[src/rtl/alu_operand_loader_pkg.sv]
// Shared types and default widths for the ALU operand path.
// The operand loader's FSM state encoding doubles as the LED stage code.
package alu_pkg;

    localparam int ALU_WIDTH = 4;
    localparam int OP_WIDTH  = 4;

    typedef enum logic [1:0] {
        WAIT_A  = 2'd0,
        WAIT_B  = 2'd1,
        WAIT_OP = 2'd2,
        ISSUE   = 2'd3
    } loader_state_t;

endpackage

[src/rtl/alu_operand_loader_if.sv]
// Board-side bundle of the operand loader: switches, buttons, captured operands and status.
// The slave modport is the loader's view; the master modport is the driver's view.
interface alu_operand_loader_if #(
    parameter int WIDTH    = 4,
    parameter int OP_WIDTH = 4
);
    logic [9:0]          sw;
    logic                btn_next;
    logic                btn_clear;
    logic [WIDTH-1:0]    a;
    logic [WIDTH-1:0]    b;
    logic [OP_WIDTH-1:0] op;
    logic                valid;
    logic [1:0]          stage;

    modport slave  (input  sw, btn_next, btn_clear,
                    output a, b, op, valid, stage);
    modport master (output sw, btn_next, btn_clear,
                    input  a, b, op, valid, stage);
endinterface

[src/rtl/alu_operand_loader_debounce.sv]
// Push-button conditioner: two-flop synchroniser, stability counter and a one-cycle press pulse.
// Raw edge to press pulse takes 2 + DEBOUNCE_CYCLES clocks.
module btn_debounce #(
    parameter int DEBOUNCE_CYCLES = 50000
) (
    input  logic clk,
    input  logic rst,
    input  logic btn_raw,
    output logic level,
    output logic press
);
    localparam int              CW       = (DEBOUNCE_CYCLES > 1) ? $clog2(DEBOUNCE_CYCLES) : 1;
    localparam logic [CW-1:0]   CNT_LAST = CW'(DEBOUNCE_CYCLES - 1);

    logic          sync1_q, sync2_q;
    logic          level_q, level_d;
    logic          press_q, press_d;
    logic [CW-1:0] cnt_q, cnt_d;

    // Counter only advances while the synchronised input disagrees with the accepted level.
    always_comb begin
        level_d = level_q;
        cnt_d   = '0;
        press_d = 1'b0;
        if (sync2_q != level_q) begin
            if (cnt_q == CNT_LAST) begin
                level_d = sync2_q;
                press_d = sync2_q;
            end else begin
                cnt_d = cnt_q + 1'b1;
            end
        end
    end

    always_ff @(posedge clk or negedge rst) begin
        if (!rst) begin
            sync1_q <= 1'b0;
            sync2_q <= 1'b0;
            level_q <= 1'b0;
            press_q <= 1'b0;
            cnt_q   <= '0;
        end else begin
            sync1_q <= btn_raw;
            sync2_q <= sync1_q;
            level_q <= level_d;
            press_q <= press_d;
            cnt_q   <= cnt_d;
        end
    end

    assign level = level_q;
    assign press = press_q;
endmodule

[src/rtl/alu_operand_loader.sv]
// Collects operand A, operand B and the opcode from the switches on successive "next" presses,
// then pulses valid for one cycle with all three held stable.
module alu_operand_loader #(
    parameter int WIDTH           = alu_pkg::ALU_WIDTH,
    parameter int OP_WIDTH        = alu_pkg::OP_WIDTH,
    parameter int DEBOUNCE_CYCLES = 50000
) (
    input  logic                 clk,
    input  logic                 rst,
    alu_operand_loader_if.slave  bus
);
    import alu_pkg::*;

    logic next_press, clear_press;
    logic next_level, clear_level;
    logic unused_bits;

    loader_state_t       state_q, state_d;
    logic [WIDTH-1:0]    a_q, a_d;
    logic [WIDTH-1:0]    b_q, b_d;
    logic [OP_WIDTH-1:0] op_q, op_d;
    logic                valid_q, valid_d;

    btn_debounce #(.DEBOUNCE_CYCLES(DEBOUNCE_CYCLES)) u_db_next (
        .clk     (clk),
        .rst     (rst),
        .btn_raw (bus.btn_next),
        .level   (next_level),
        .press   (next_press)
    );

    btn_debounce #(.DEBOUNCE_CYCLES(DEBOUNCE_CYCLES)) u_db_clear (
        .clk     (clk),
        .rst     (rst),
        .btn_raw (bus.btn_clear),
        .level   (clear_level),
        .press   (clear_press)
    );

    // Held levels and the upper switch bits have no consumer here.
    assign unused_bits = ^{next_level, clear_level, bus.sw};

    // Clear overrides everything, including a coincident next press.
    always_comb begin
        state_d = state_q;
        a_d     = a_q;
        b_d     = b_q;
        op_d    = op_q;
        valid_d = 1'b0;
        if (clear_press) begin
            state_d = WAIT_A;
            a_d     = '0;
            b_d     = '0;
            op_d    = '0;
        end else begin
            case (state_q)
                WAIT_A: if (next_press) begin
                    a_d     = bus.sw[WIDTH-1:0];
                    state_d = WAIT_B;
                end
                WAIT_B: if (next_press) begin
                    b_d     = bus.sw[WIDTH-1:0];
                    state_d = WAIT_OP;
                end
                WAIT_OP: if (next_press) begin
                    op_d    = bus.sw[OP_WIDTH-1:0];
                    state_d = ISSUE;
                    valid_d = 1'b1;
                end
                ISSUE:   state_d = WAIT_A;
                default: state_d = WAIT_A;
            endcase
        end
    end

    always_ff @(posedge clk or negedge rst) begin
        if (!rst) begin
            state_q <= WAIT_A;
            a_q     <= '0;
            b_q     <= '0;
            op_q    <= '0;
            valid_q <= 1'b0;
        end else begin
            state_q <= state_d;
            a_q     <= a_d;
            b_q     <= b_d;
            op_q    <= op_d;
            valid_q <= valid_d;
        end
    end

    assign bus.a     = a_q;
    assign bus.b     = b_q;
    assign bus.op    = op_q;
    assign bus.valid = valid_q;
    assign bus.stage = state_q;
endmodule

[src/flat_wrapper.sv]
// flat-port wrapper written by rule: the top's interface ports become plain ports
module alu_operand_loader_flat import alu_pkg::*;
#(
    parameter int WIDTH           = alu_pkg::ALU_WIDTH,
    parameter int OP_WIDTH        = alu_pkg::OP_WIDTH,
    parameter int DEBOUNCE_CYCLES = 50000
)
  (clk, rst, bus_sw, bus_btn_next, bus_btn_clear, bus_a, bus_b, bus_op, bus_valid, bus_stage);
  alu_operand_loader_if #(.WIDTH(WIDTH), .OP_WIDTH(OP_WIDTH)) bus_i ();
  input  logic clk;
  input  logic rst;
  input wire logic [$bits(bus_i.sw)-1:0] bus_sw;
  input wire logic [$bits(bus_i.btn_next)-1:0] bus_btn_next;
  input wire logic [$bits(bus_i.btn_clear)-1:0] bus_btn_clear;
  output wire logic [$bits(bus_i.a)-1:0] bus_a;
  output wire logic [$bits(bus_i.b)-1:0] bus_b;
  output wire logic [$bits(bus_i.op)-1:0] bus_op;
  output wire logic [$bits(bus_i.valid)-1:0] bus_valid;
  output wire logic [$bits(bus_i.stage)-1:0] bus_stage;
  assign bus_i.sw = bus_sw;
  assign bus_i.btn_next = bus_btn_next;
  assign bus_i.btn_clear = bus_btn_clear;
  assign bus_a = bus_i.a;
  assign bus_b = bus_i.b;
  assign bus_op = bus_i.op;
  assign bus_valid = bus_i.valid;
  assign bus_stage = bus_i.stage;
  alu_operand_loader #(.WIDTH(WIDTH), .OP_WIDTH(OP_WIDTH), .DEBOUNCE_CYCLES(DEBOUNCE_CYCLES)) u_core (.clk(clk), .rst(rst), .bus(bus_i));
endmodule
[config.mk]
export PLATFORM = sky130hd
export DESIGN_NAME = alu_operand_loader_flat
export DESIGN_NICKNAME = d
export VERILOG_FILES = /design/src/rtl/alu_operand_loader_pkg.sv /design/src/rtl/alu_operand_loader_if.sv /design/src/rtl/alu_operand_loader_debounce.sv /design/src/rtl/alu_operand_loader.sv /design/src/flat_wrapper.sv
export SDC_FILE = /design/constraint.sdc
export NUM_CORES = 1
export LEC_CHECK = 0
export BUFFER_PORTS_ARGS = -buffer_cell sky130_fd_sc_hd__buf_2
export CAP_MARGIN = 20
export CORE_MARGIN = 3
export CORE_UTILIZATION = 57
export CTS_CLUSTER_SIZE = 16
export DETAILED_ROUTE_END_ITERATION = 8
export GPL_TIMING_DRIVEN = 0
export HOLD_SLACK_MARGIN = 0.08
export PLACE_DENSITY_LB_ADDON = 0.2
export SLEW_MARGIN = 5
export SYNTH_ARGS = -nofsm -noshare
export SYNTH_HDL_FRONTEND = slang
export SYNTH_HIERARCHICAL = 1
export SYNTH_SLANG_ARGS = --single-unit
[constraint.sdc]
create_clock -name clk -period 2 [get_ports clk]
set_input_delay 0.3 -clock clk [delete_from_list [all_inputs] [get_ports clk]]
set_output_delay 0.3 -clock clk [all_outputs]
set_load 0.05 [all_outputs]
=== Word-level counts from Yosys, hierarchy flattened ===
Cells that the tools add are included.

* Flip-flop bits (word level): 55
* Bits of input ports: 14
* Output and inout bits: 15
* Word-level logic and storage cells: 61

* Add/subtract/negate cells: 2
* Eq/ne operators: 10
* Muxes and demuxes: 23
* Reduce and logical (&&, ||, !) cells: 11

{| class="wikitable"
|+ Operator list
! kind !! number
|-
| $mux 16 || 4
|-
| $add 16x1->16 const B || 2
|-
| $eq 16x16->1 const B || 2
|-
| $mux 4 || 7
|-
| $reduce_and 2->1 || 5
|-
| $ne 3x3->1 const B || 3
|-
| $mux 2 || 4
|-
| $pmux 2 s4 || 1
|-
| $reduce_bool 2->1 || 4
|-
| $mux 1 || 7
|-
| $eq 2x2->1 const B || 2
|-
| $reduce_and 3->1 || 1
|-
| $eq 2x1->1 const B || 1
|-
| $logic_not 2->1 || 1
|-
| $ne 1x1->1 || 2
|}

=== Depth between registers and ports, before layout ===
* Depth after elaboration: 3
* Depth in mapped cells: 6
* Mapped depth without buffers: 5

=== Hierarchy ===
The synthesis kept the hierarchy.

{| class="wikitable"
|+ Modules (own cells, without submodules)
! module !! times used !! cells an instance !! area each (um^2) !! sequential area each (um^2)
|-
| btn_debounce || 2 || 86 || 927.1 || 500.5
|-
| alu_operand_loader || 1 || 70 || 694.4 || 375.4
|}

=== Worst setup path after synthesis ===
No wires, ideal clock.

* Kind: reg-to-reg
* From: register u_core.state_q[0], in the netlist u_core/bus.stage[0]
* To: register u_core.state_q[1], in the netlist u_core/bus.stage[1]
* Library setup time: 0.103 ns
* Arrival: 1.453 ns
* Required time: 1.897 ns
* Setup slack: 0.443 ns
* Stages on the path, launching flop included: 6
* Buffers on the path: 0
* Period minus slack after synthesis: 1.557 ns
* Cells stage by stage: dfrtp_1 inv_1 ha_1 nor3_2 o21ai_1 o41ai_2

* Cells in the longest elaborated chain, start to end: 3
* Elaborated cells on any way between the ends: 10
* Classes of those cells: eq/ne: 6; mux: 2; reduce/logical: 2

{| class="wikitable"
|+ Ends and longest elaborated chain
! item !! RTL line !! text
|-
| start, declared || alu_operand_loader.sv:18 || <nowiki>loader_state_t state_q, state_d;</nowiki>
|-
| start signal, assigned || alu_operand_loader.sv:84 || <nowiki>state_q <= state_d;</nowiki>
|-
| $eq 2x2->1 (tied with other cells) || alu_operand_loader.sv:56 || <nowiki>case (state_q)</nowiki>
|-
| $pmux 2 s4 or $ne 3x3->1 (tied branches) || -- ||
|-
| $mux 2 or $reduce_and 3->1 (tied branches) || -- ||
|}

Several ways; a longest one is shown, not always the timed one.
A chain may end at the register's enable or synchronous reset.

=== Final worst setup path ===
* From: register u_core.u_db_clear.cnt_q[7]
* To: register u_core.u_db_clear.cnt_q[14]

* Cells in the longest elaborated chain, start to end: 3
* Elaborated cells on any way between the ends: 4
* Classes of those cells: add/sub: 1; eq/ne: 1; mux: 2

{| class="wikitable"
|+ Ends and longest elaborated chain
! item !! RTL line !! text
|-
| start, declared || alu_operand_loader_debounce.sv:18 || <nowiki>logic [CW-1:0] cnt_q, cnt_d;</nowiki>
|-
| start signal, assigned || alu_operand_loader_debounce.sv:47 || <nowiki>cnt_q <= cnt_d;</nowiki>
|-
| $add 16x1->16 or $eq 16x16->1 (tied branches) || alu_operand_loader_debounce.sv:30, alu_operand_loader_debounce.sv:26 ||
|-
| $mux 16 * || alu_operand_loader_debounce.sv:26 || <nowiki>if (cnt_q == CNT_LAST) begin</nowiki>
|-
| $mux 16 * || alu_operand_loader_debounce.sv:25 || <nowiki>if (sync2_q != level_q) begin</nowiki>
|-
| via u_core.u_db_clear.cnt_d[14] || alu_operand_loader_debounce.sv:18 ||
|}

Mark *: on every way through the listed nets, which the timed path passes. The rest lies on a longest branch.

==> flow_summary.toml <==
[die]
die_area_um2 = 5310
rows = 23
design.core.area_um2 = 4144
start_util = 0.6150
die_w_um = 72.87
die_y_um = 72.87
io-pin-count = 29

[hold_path]
hold_start = "bus_btn_clear"
hp-class = "in2reg"

[global_routing]
antenna_found_initial = 0
grt_use_total = 0.1842
grt_pass1_vias = 1660
grt-ovfl-total = 0
grt_start_max_net_pins = 31
grt_pass1_wl_um = 7493

[logic_synthesis]
yosys-top-cells-count = "dfrtp_1 (55), nor2_1 (33), xnor2_1 (22)"
yosysTopAreaCell = "dfrtp_1"
syn_area_um2 = 2549
synth_area_leaders = "dfrtp_1 (54%), xnor2_1 (7.6%), nor2_1 (4.9%)"
yosysWarnings = 6
syn_area_per_cell_um2 = 10.53
ys_ff_latch = 55
synth_most_common_cell = "dfrtp_1"
syn_inst = 242
synth_ff_type = "dfrtp_1"
synthDistinctLibCells = 31
synth_nets = 261
synthArstFlopShare = 1.000
yosys.area.top_type_share = 0.5400
synth-edff-count = 0
ys_seq_area_frac = 0.5400

[place]
dp.cells = 315
place.gp.congestion = 0.8056
dpl_cell_area_um2 = 2741
numPortBuffers = 22
dp_hpwl_um = 3209
post-place-ws_ns = 0.2792

[clock_tree]
clock_sinks = 55
insertion_delay_ns = 0.30
clkSlewWorstSetupHoldPaths_ns = 0.08
clock_path_buffers = 2
post-cts-setup-buffer-count = 0
cts_resized = 0
cts-root-buf = "clkbuf_8"
cts_made_buffers = 5
htree_levels = 2
tritoncts = "built"

[sta]
slew_headroom = 0.5523
rsz0062_at_grt = "false"
skew_ns = 0.01003
timing.hold.ws_ns = 0.1022
min_period_ns = 1.716
max_slew.worst_pin.slew_ns = 0.6715
hold_viol_final = 0
fmax_mhz = 582.7
setup_viol = 0
finalWorstSetupSlack_ns = 0.2838
maxSlewViolCount = 0
final.setup.tns_ns = 0
finalCritPeriodShare = 0.8581

[power_and_ir_drop]
vdd_drop_max_mv = 0.3956
p_total_mw = 1.810
leakage_nw = 1.225
power_density_nw_per_um2 = 637.5

[finish]
stdcell_area_um2 = 2839
num_antenna_cells = 0
area_growth_pct = 11.39
fin_cells = 323
final_layout_size_suffix_gt1_frac = 0.1758
fillerInstances = 333
utilization = 0.6851
nNetsFinal = 292

[route]
drt_pass1_iterations = 4
drc = 0
vias = 1775
wl_per_cell_um = 13.82
viasPerCell = 5.495
drtIter0Drc = 95
wl_um = 4465
ant_nets = 0

[run]
maxCapViolCount = 0

[setup_path]
r2r_start = "u_core/u_db_clear/cnt_q[7]"
worstSetupEndpointType = "register"
worstSetupStartpointType = "register"
path_class = "reg2reg"
crit_arrival_ns = 1.94
worst-path-max-fanout = 6
critPathRequiredTime_ns = 2.22
crit_start = "u_core/u_db_clear/cnt_q[7]"

[outcome]
status = "completed"
## final cells by class
cell class | instances | area (um2) | area share
Timing Repair Buffer | 24 | 140.1 | 0.04936
Multi-Input combinational cell | 171 | 1094 | 0.3852
Clock inverter | 1 | 5.005 | 0.001763
Sequential cell | 55 | 1376 | 0.4848
Buffer | 5 | 37.54 | 0.01322
Tap cell | 50 | 62.56 | 0.02204
Inverter | 11 | 41.29 | 0.01454
Clock buffer | 6 | 82.58 | 0.02909
## metal layers
layer,share of wire,track usage
met5,0,0
met2,0.45,0.2735
met4,0.021,0.07992
met1,0.49,0.2548
met3,0.043,0.04959
## sequential cells by signal (all words and copies together) (netlist names), 2 cells and up
signal,count
u_core/bus.a,4
u_core/u_db_next/cnt_q,16
u_core/bus.op,4
u_core/u_db_clear/cnt_q,16
u_core/bus.stage,2
u_core/bus.b,4
## repair_timing
| action | CTS | global route |
|---|---|---|
| setup endpoints to repair | 0 | 0 |
| hold buffers | 1 | 0 |
| hold endpoints to repair | 29 | 0 |
## layout by cell type (no fill, tap or decap), types with 2 or more instances in the layout
cell / instances
inv_1: 10
nor3_1: 8
a21oi_1: 14
ha_1: 5
nand4_1: 4
mux2_1: 2
dfrtp_1: 55
nor4bb_1: 4
and3_1: 4
nand2_1: 19
buf_6: 2
nand4_2: 4
buf_2: 25
clkbuf_8: 6
nor4_1: 6
a211oi_2: 2
nor3b_1: 2
nand3_2: 2
nand3_1: 20
nor4b_1: 2
or3_1: 2
nor2_1: 33
xnor2_1: 22
or4_1: 2
xor2_1: 6
nand2_4: 2
o31ai_1: 2
## path summary, 6_finish.rpt
path	end	slack, ns	depth (start not counted)
max	u_core/u_db_clear/cnt_q[14]	0.28	4
min	u_core/u_db_clear/sync1_q	0.10	1
max reg2reg	u_core/u_db_clear/cnt_q[14]	0.28	4
min reg2reg	u_core/u_db_clear/sync2_q	0.35	0
max in group asynchronous	u_core/u_db_clear/cnt_q[7]	0.87	3
min in group asynchronous	u_core/u_db_next/cnt_q[5]	0.56	2
## where the power goes
| group | total (mW) | switching (mW) | internal [mW] |
|---|---|---|---|
| clock | 0.604 | 0.331 | 0.272 |
| sequential | 1.14 | 0.0123 | 1.12 |
| combinational | 0.0692 | 0.0450 | 0.0242 |
| total | 1.81 | 0.389 | 1.42 |
## critical path: stages (launching register included)
cell and delay [ns]:
dfrtp_1 0.46, nand4_2 0.19, or3_1 0.41, or4_1 0.41
a21oi_1 0.17
## kinds of logic (layout without fill, tap and decap cells)
logic type / Yosys count / after routing / synth area share
simple gates: 116 / 116 / 0.2479
flops: 55 / 55 / 0.5400
xor+xnor: 28 / 28 / 0.09622
compound gates: 20 / 20 / 0.05154
buf+inv: 16 / 47 / 0.03093
fa+ha+maj: 5 / 5 / 0.02455
mux: 2 / 2 / 0.008836
No activity file was read; power rests on OpenSTA's default activity.
